### src/rtl/body_pkg.sv
// Shared types and command-word layout for the body attribute table.
// Holds body_entry_t, field positions, COMMIT_INDEX and a word decoder.
package body_pkg;

  localparam int NUM_BODIES = 15;
  localparam int X_W = 10;
  localparam int Y_W = 9;

  typedef struct packed {
    logic [X_W-1:0] x;
    logic [Y_W-1:0] y;
    logic [3:0]     radius;
    logic [3:0]     colour;
  } body_entry_t;

  localparam int TOG_BIT = 31;
  localparam int IDX_HI  = 30;
  localparam int IDX_LO  = 27;
  localparam int Y_HI    = 26;
  localparam int Y_LO    = 18;
  localparam int X_HI    = 17;
  localparam int X_LO    = 8;
  localparam int R_HI    = 7;
  localparam int R_LO    = 4;
  localparam int C_HI    = 3;
  localparam int C_LO    = 0;

  localparam logic [3:0] COMMIT_INDEX = 4'hF;

  function automatic body_entry_t decode_entry(
    input logic [31:0] w
  );
    body_entry_t e;
    e.x      = w[X_HI:X_LO];
    e.y      = w[Y_HI:Y_LO];
    e.radius = w[R_HI:R_LO];
    e.colour = w[C_HI:C_LO];
    return e;
  endfunction

endpackage

### src/rtl/body_bank.sv
// One bank of body entries: single write port, registered read port.
// Ports: clk/rst_n, we/waddr/wdata write, raddr in, rdata out (0 if raddr>=15).
module body_bank
  import body_pkg::*;
(
  input  logic        clk,
  input  logic        rst_n,
  input  logic        we,
  input  logic [3:0]  waddr,
  input  body_entry_t wdata,
  input  logic [3:0]  raddr,
  output body_entry_t rdata
);

  body_entry_t mem [NUM_BODIES];

  always_ff @(posedge clk or negedge rst_n) begin
    if (!rst_n) begin
      for (int i = 0; i < NUM_BODIES; i++)
        mem[i] <= '0;
      rdata <= '0;
    end else begin
      for (int i = 0; i < NUM_BODIES; i++)
        if (we && waddr == 4'(i))
          mem[i] <= wdata;
      if (raddr < 4'(NUM_BODIES))
        rdata <= mem[raddr];
      else
        rdata <= '0;
    end
  end

endmodule

### src/rtl/body_table.sv
// Double-buffered body table fed by the Nios command conduit.
// Ports: clk_clk, reset_reset_n, cmd_word, frame_start, rd_index -> rd_*, flags.
module body_table
  import body_pkg::*;
(
  input  logic           clk_clk,
  input  logic           reset_reset_n,
  input  logic [31:0]    cmd_word,
  input  logic           frame_start,
  input  logic [3:0]     rd_index,
  output logic [X_W-1:0] rd_x,
  output logic [Y_W-1:0] rd_y,
  output logic [3:0]     rd_radius,
  output logic [3:0]     rd_colour,
  output logic           rd_valid,
  output logic           commit_pending,
  output logic           overflow
);

  logic [31:0] cmd_q;
  logic        tog_ref;
  logic        front_sel;
  logic        sel_q;
  logic        pend_q;
  logic        ovf_q;

  logic        accept;
  logic        is_commit;
  logic        wr_body;
  logic        swap;
  logic [3:0]  cmd_idx;
  body_entry_t cmd_entry;
  body_entry_t rd0;
  body_entry_t rd1;
  body_entry_t rd_e;

  always_comb begin
    cmd_idx   = cmd_q[IDX_HI:IDX_LO];
    accept    = cmd_q[TOG_BIT] != tog_ref;
    is_commit = cmd_idx == COMMIT_INDEX;
    wr_body   = accept && !is_commit && !pend_q;
    swap      = frame_start && pend_q;
    cmd_entry = decode_entry(cmd_q);
  end

  always_ff @(posedge clk_clk or negedge reset_reset_n) begin
    if (!reset_reset_n) begin
      cmd_q     <= '0;
      tog_ref   <= 1'b0;
      front_sel <= 1'b0;
      sel_q     <= 1'b0;
      pend_q    <= 1'b0;
      ovf_q     <= 1'b0;
    end else begin
      cmd_q <= cmd_word;
      // Output mux follows the bank that was read last edge
      sel_q <= front_sel;
      if (accept)
        tog_ref <= cmd_q[TOG_BIT];
      if (swap) begin
        front_sel <= ~front_sel;
        pend_q    <= 1'b0;
      end else if (accept && is_commit) begin
        pend_q <= 1'b1;
      end
      if (accept && !is_commit && pend_q)
        ovf_q <= 1'b1;
    end
  end

  body_bank u_bank0 (
    .clk   (clk_clk),
    .rst_n (reset_reset_n),
    .we    (wr_body && front_sel),
    .waddr (cmd_idx),
    .wdata (cmd_entry),
    .raddr (rd_index),
    .rdata (rd0)
  );

  body_bank u_bank1 (
    .clk   (clk_clk),
    .rst_n (reset_reset_n),
    .we    (wr_body && !front_sel),
    .waddr (cmd_idx),
    .wdata (cmd_entry),
    .raddr (rd_index),
    .rdata (rd1)
  );

  always_comb begin
    rd_e      = sel_q ? rd1 : rd0;
    rd_x      = rd_e.x;
    rd_y      = rd_e.y;
    rd_radius = rd_e.radius;
    rd_colour = rd_e.colour;
    // Reserved index reads back as zero, so radius alone decides
    rd_valid  = rd_e.radius != 4'd0;
  end

  assign commit_pending = pend_q;
  assign overflow       = ovf_q;

endmodule

### config.mk
export PLATFORM = sky130hd
export DESIGN_NAME = body_table
export DESIGN_NICKNAME = d
export VERILOG_FILES = /design/src/rtl/body_pkg.sv /design/src/rtl/body_bank.sv /design/src/rtl/body_table.sv
export SDC_FILE = /design/constraint.sdc
export NUM_CORES = 1
export LEC_CHECK = 0
export CAP_MARGIN = 20
export CORE_AREA = 2 2 255 257
export DETAILED_ROUTE_END_ITERATION = 6
export DIE_AREA = 0 0 257 259
export PLACE_DENSITY = 0.9
export SETUP_SLACK_MARGIN = 0.02
export SLEW_MARGIN = 30
export SYNTH_ARGS = -nofsm -noshare
export SYNTH_HDL_FRONTEND = slang
export SYNTH_HIERARCHICAL = 1
export SYNTH_SLANG_ARGS = --single-unit
### constraint.sdc
create_clock -name clk_clk -period 4.2 [get_ports clk_clk]
set_input_delay 0.84 -clock clk_clk [delete_from_list [all_inputs] [get_ports clk_clk]]
set_output_delay 0.84 -clock clk_clk [all_outputs]
set_load 0.02 [all_outputs]
==> impl_results.rst <==
.. list-table::
   :header-rows: 1

   * - Metric
     - Value
   * - Core box area
     - 0.0639 mm^2
   * - Number of flip-flops and latches in the synthesized netlist
     - 901
   * - CTS clk-pin slew, worst paths
     - 60 ps
   * - Category of the worst setup path launch point
     - register
   * - Post-detailed-routing wire length
     - 97.6 mm
   * - Mapped Cells
     - 2,497
   * - TritonCTS Sinks
     - 901
   * - Ratio of total power to cell area
     - 653 mW/mm^2
   * - Pwr Total
     - 28,900 uW
   * - CTS buffer count
     - 87
   * - Number of gates resized after CTS
     - 0
   * - Compound-cell area share of the yosys netlist
     - 0.0173
   * - Hold violation total from the final report
     - 0
   * - Portion of netlist area occupied by mux cells
     - 0.371
   * - Setup Crit Path Kind
     - reg -> out
   * - Row Count
     - 93
   * - Die outline area
     - 0.0666 mm^2
   * - Number of search-and-repair iterations in the first detailed-routing pass
     - 5
   * - Pins over their slew limit
     - 0
   * - Netlist area before placement
     - 0.0400 mm^2
   * - Xor and xnor fraction of the mapped netlist area
     - 0.000438
   * - Maximum operating frequency
     - 0.280 GHz
   * - Fraction of layout instances using a drive strength above 1
     - 0.485
   * - Global-route wire length before repair
     - 150 mm
   * - Count of input and output buffers
     - 68
   * - Unrepaired setup endpoints after global routing
     - false
   * - Sum of negative setup slack
     - 0 ps
   * - TritonCTS clock tree
     - done
   * - Average routed wire per standard cell
     - 28.5 um
   * - Worst Reg2Reg Path Length in Cells
     - 7
   * - Flop2flop setup slack
     - 730 ps
   * - Final Non-Filler Cells
     - 3,427
   * - Mean area per synthesized cell
     - 16.0 um^2
   * - Library cell with the largest summed area after synthesis
     - sky130_fd_sc_hd__dfrtp_1
   * - Worst min path class
     - in -> async
   * - Number of different library cells in the post-synthesis netlist
     - 33
   * - Sort of element at the end of the critical path
     - primary output
   * - Floorplan die width
     - 257 um
   * - Slowest cell delay on critical path
     - 600 ps
   * - Remaining number of nets flagged by the antenna check after routing
     - 0
   * - Data arrival time of the critical path
     - 2730 ps
   * - Pin count of the biggest net entering global routing
     - 141
   * - Drt initial violations
     - 1,931
   * - Final min period
     - 3570 ps
   * - Share of the synthesized area in the top cell type
     - 0.564
   * - Synth top cells by count
     - sky130_fd_sc_hd__dfrtp_1, sky130_fd_sc_hd__mux2_2, sky130_fd_sc_hd__mux2i_1, sky130_fd_sc_hd__mux4_2, sky130_fd_sc_hd__buf_2
   * - Buffer type at the clock tree root
     - sky130_fd_sc_hd__clkbuf_16
   * - Reg2Reg Capture Point
     - u_bank0/mem[298]
   * - Top_reg_cell synth
     - sky130_fd_sc_hd__dfrtp_1
   * - Initial antenna violation count
     - 1
   * - Biggest fanout along the worst timing path
     - 9
   * - Via density per instance
     - 6.62
   * - Cell with the largest stage delay on the worst path
     - sky130_fd_sc_hd__dfrtp_1
   * - Detailed placement HPWL
     - 55.0 mm
   * - Placed Cells incl. Taps
     - 3,275
   * - Worst setup path start
     - sel_q
   * - H-tree depth
     - 3
   * - Initial Utilization
     - 0.626
   * - Number of buffers inserted by hold repair at cts
     - 0
   * - EDFF count, synth
     - 0
   * - Simple-gate area share of the yosys netlist
     - 0.0198
   * - Sequential element share of the synthesized area
     - 0.564
   * - Portion of the clock cycle consumed by the worst path in the final layout
     - 0.851
   * - Antenna diode instance count
     - 0
   * - Share of synthesized cell area in full adder, half adder and majority cells
     - 0
   * - Most repeated cell in the gate-level netlist after synthesis
     - sky130_fd_sc_hd__dfrtp_1
   * - Max-cap violations
     - 0
   * - Ranking of synthesized cells by area
     - sky130_fd_sc_hd__dfrtp_1, sky130_fd_sc_hd__mux2_2, sky130_fd_sc_hd__mux4_2, sky130_fd_sc_hd__mux2i_1, sky130_fd_sc_hd__mux2_4
   * - Worst setup skew after layout
     - 22.9 ps
   * - Routability-driven placement congestion ratio
     - 0.808
   * - Transition at the pin with the smallest max-transition slack
     - 1030 ps
   * - Total of warnings raised by yosys
     - 6
   * - Final #Nets
     - 2,548
   * - Mapped Nets
     - 2,536
   * - Via count
     - 22,700
   * - Launch instance of the worst register-to-register path
     - cmd_q[28]
   * - Number of buffers inserted to repair setup after CTS
     - 0
   * - Combinational family with the most area after synthesis
     - multiplexers
   * - Required time of the critical path
     - 3360 ps
   * - Final routed DRC violation total
     - 0
   * - Global-route usage over all layers
     - 0.300
   * - Crit-path cells
     - mux2_4 -> or4_1 -> clkdlybuf4s50_1
   * - Async SR Flop Fraction
     - 1.00
   * - IR drop worst, VDD
     - 0.000463 V
   * - Insertion delay of the later-clocked pin in the worst-skew pair
     - 650 ps
   * - Global route total overflow
     - 0
   * - Maximum count of clock buffers along a single path
     - 3
   * - Top-Level Pins
     - 69
   * - Headroom to the max-slew limit
     - 0.312
   * - Final setup violating endpoints
     - 0
   * - Die extent in y
     - 259 um
   * - Vias in the first global route
     - 24,900
   * - Static Leak
     - 0.0202 uW
   * - Layout overhead on the synthesized area
     - 10.8%
   * - Result of the run
     - finished, final reports clean
==> metrics by stage <==
stage	hold slack (ps)	cell area, um^2	util	setup WS [ps]
2_1_floorplan	405	40000	-	1150
3_3_place_gp	393	41400	0.648	1080
3_5_place_dp	385	41400	0.648	850
4_1_cts	58.4	44300	0.693	615
5_1_grt	64.9	44300	0.694	567
6_report	73.5	44300	0.694	627
==> sequential cells by signal, summed over array words and instances (netlist names) <==
register,count
tog_ref,1
u_bank0/rdata,27
u_bank1/mem,405
sel_q,1
overflow,1
u_bank0/mem,405
commit_pending,1
u_bank1/rdata,27
front_sel,1
cmd_q,32
==> metal layers <==
layer,track usage,share of wire,vias up
li1,-,-,9229
met5,0,0.00015,-
met3,0.0632,0.079,249
met4,0.113,0.038,2
met1,0.419,0.41,12300
met2,0.469,0.47,942
==> worst max-delay path: cells and delay by family (launching register included) <==
family / cells / cell delay [ps]
multiplexers: 1 / 350
AND/OR/NAND/NOR: 1 / 580
buffers and inverters: 1 / 570
flip-flops: 1 / 600
==> worst max-delay path by stage <==
stage / depth (start not counted) / endpoint
floorplan: 7 / u_bank0/mem[301]
global placement: 7 / u_bank0/mem[73]
detailed placement: 7 / u_bank0/mem[297]
CTS: 3 / rd_valid
global route: 3 / rd_y[0]
finish: 3 / rd_valid
==> area by class of cell <==
| class | instances | area [um^2] |
|---|---|---|
| sequential | 901 | 22600 |
| fill | 3769 | 19600 |
| multi-input combinational | 1384 | 16500 |
| clock buffer | 125 | 2570 |
| timing repair buffer | 131 | 1340 |
| tap | 855 | 1070 |
| clock inverter | 27 | 285 |
| inverter | 4 | 15.0 |
==> placed cells by master (no fill, tap or decap), types with 21 or more instances in the layout <==
cell type                           n
sky130_fd_sc_hd__a22oi_1           54
sky130_fd_sc_hd__buf_4             50
sky130_fd_sc_hd__clkbuf_16         89
sky130_fd_sc_hd__clkbuf_8          21
sky130_fd_sc_hd__clkdlybuf4s50_1   64
sky130_fd_sc_hd__dfrtp_1          886
sky130_fd_sc_hd__mux2_2           787
sky130_fd_sc_hd__mux2_4            42
sky130_fd_sc_hd__mux2i_1          162
sky130_fd_sc_hd__mux4_2           162
sky130_fd_sc_hd__nand2b_1          59
sky130_fd_sc_hd__o21ai_0           54
==> where the power goes <==
| part | internal [uW] | leakage, uW | switching (uW) |
|---|---|---|---|
| combinational | 4350 | 0.00719 | 2560 |
| sequential | 12100 | 0.0116 | 2030 |
| clock | 4560 | 0.00142 | 3310 |
==> kinds of logic (layout without fill, tap and decap cells) <==
family,after synthesis,in the layout
muxes,1161,1161
DFF,901,901
buffers and inverters,212,287
and+or+nand+nor,111,111
AOI/OAI and AO/OA,110,110
xor gates and xnor gates,2,2
Power figures use the tool's default switching activity.
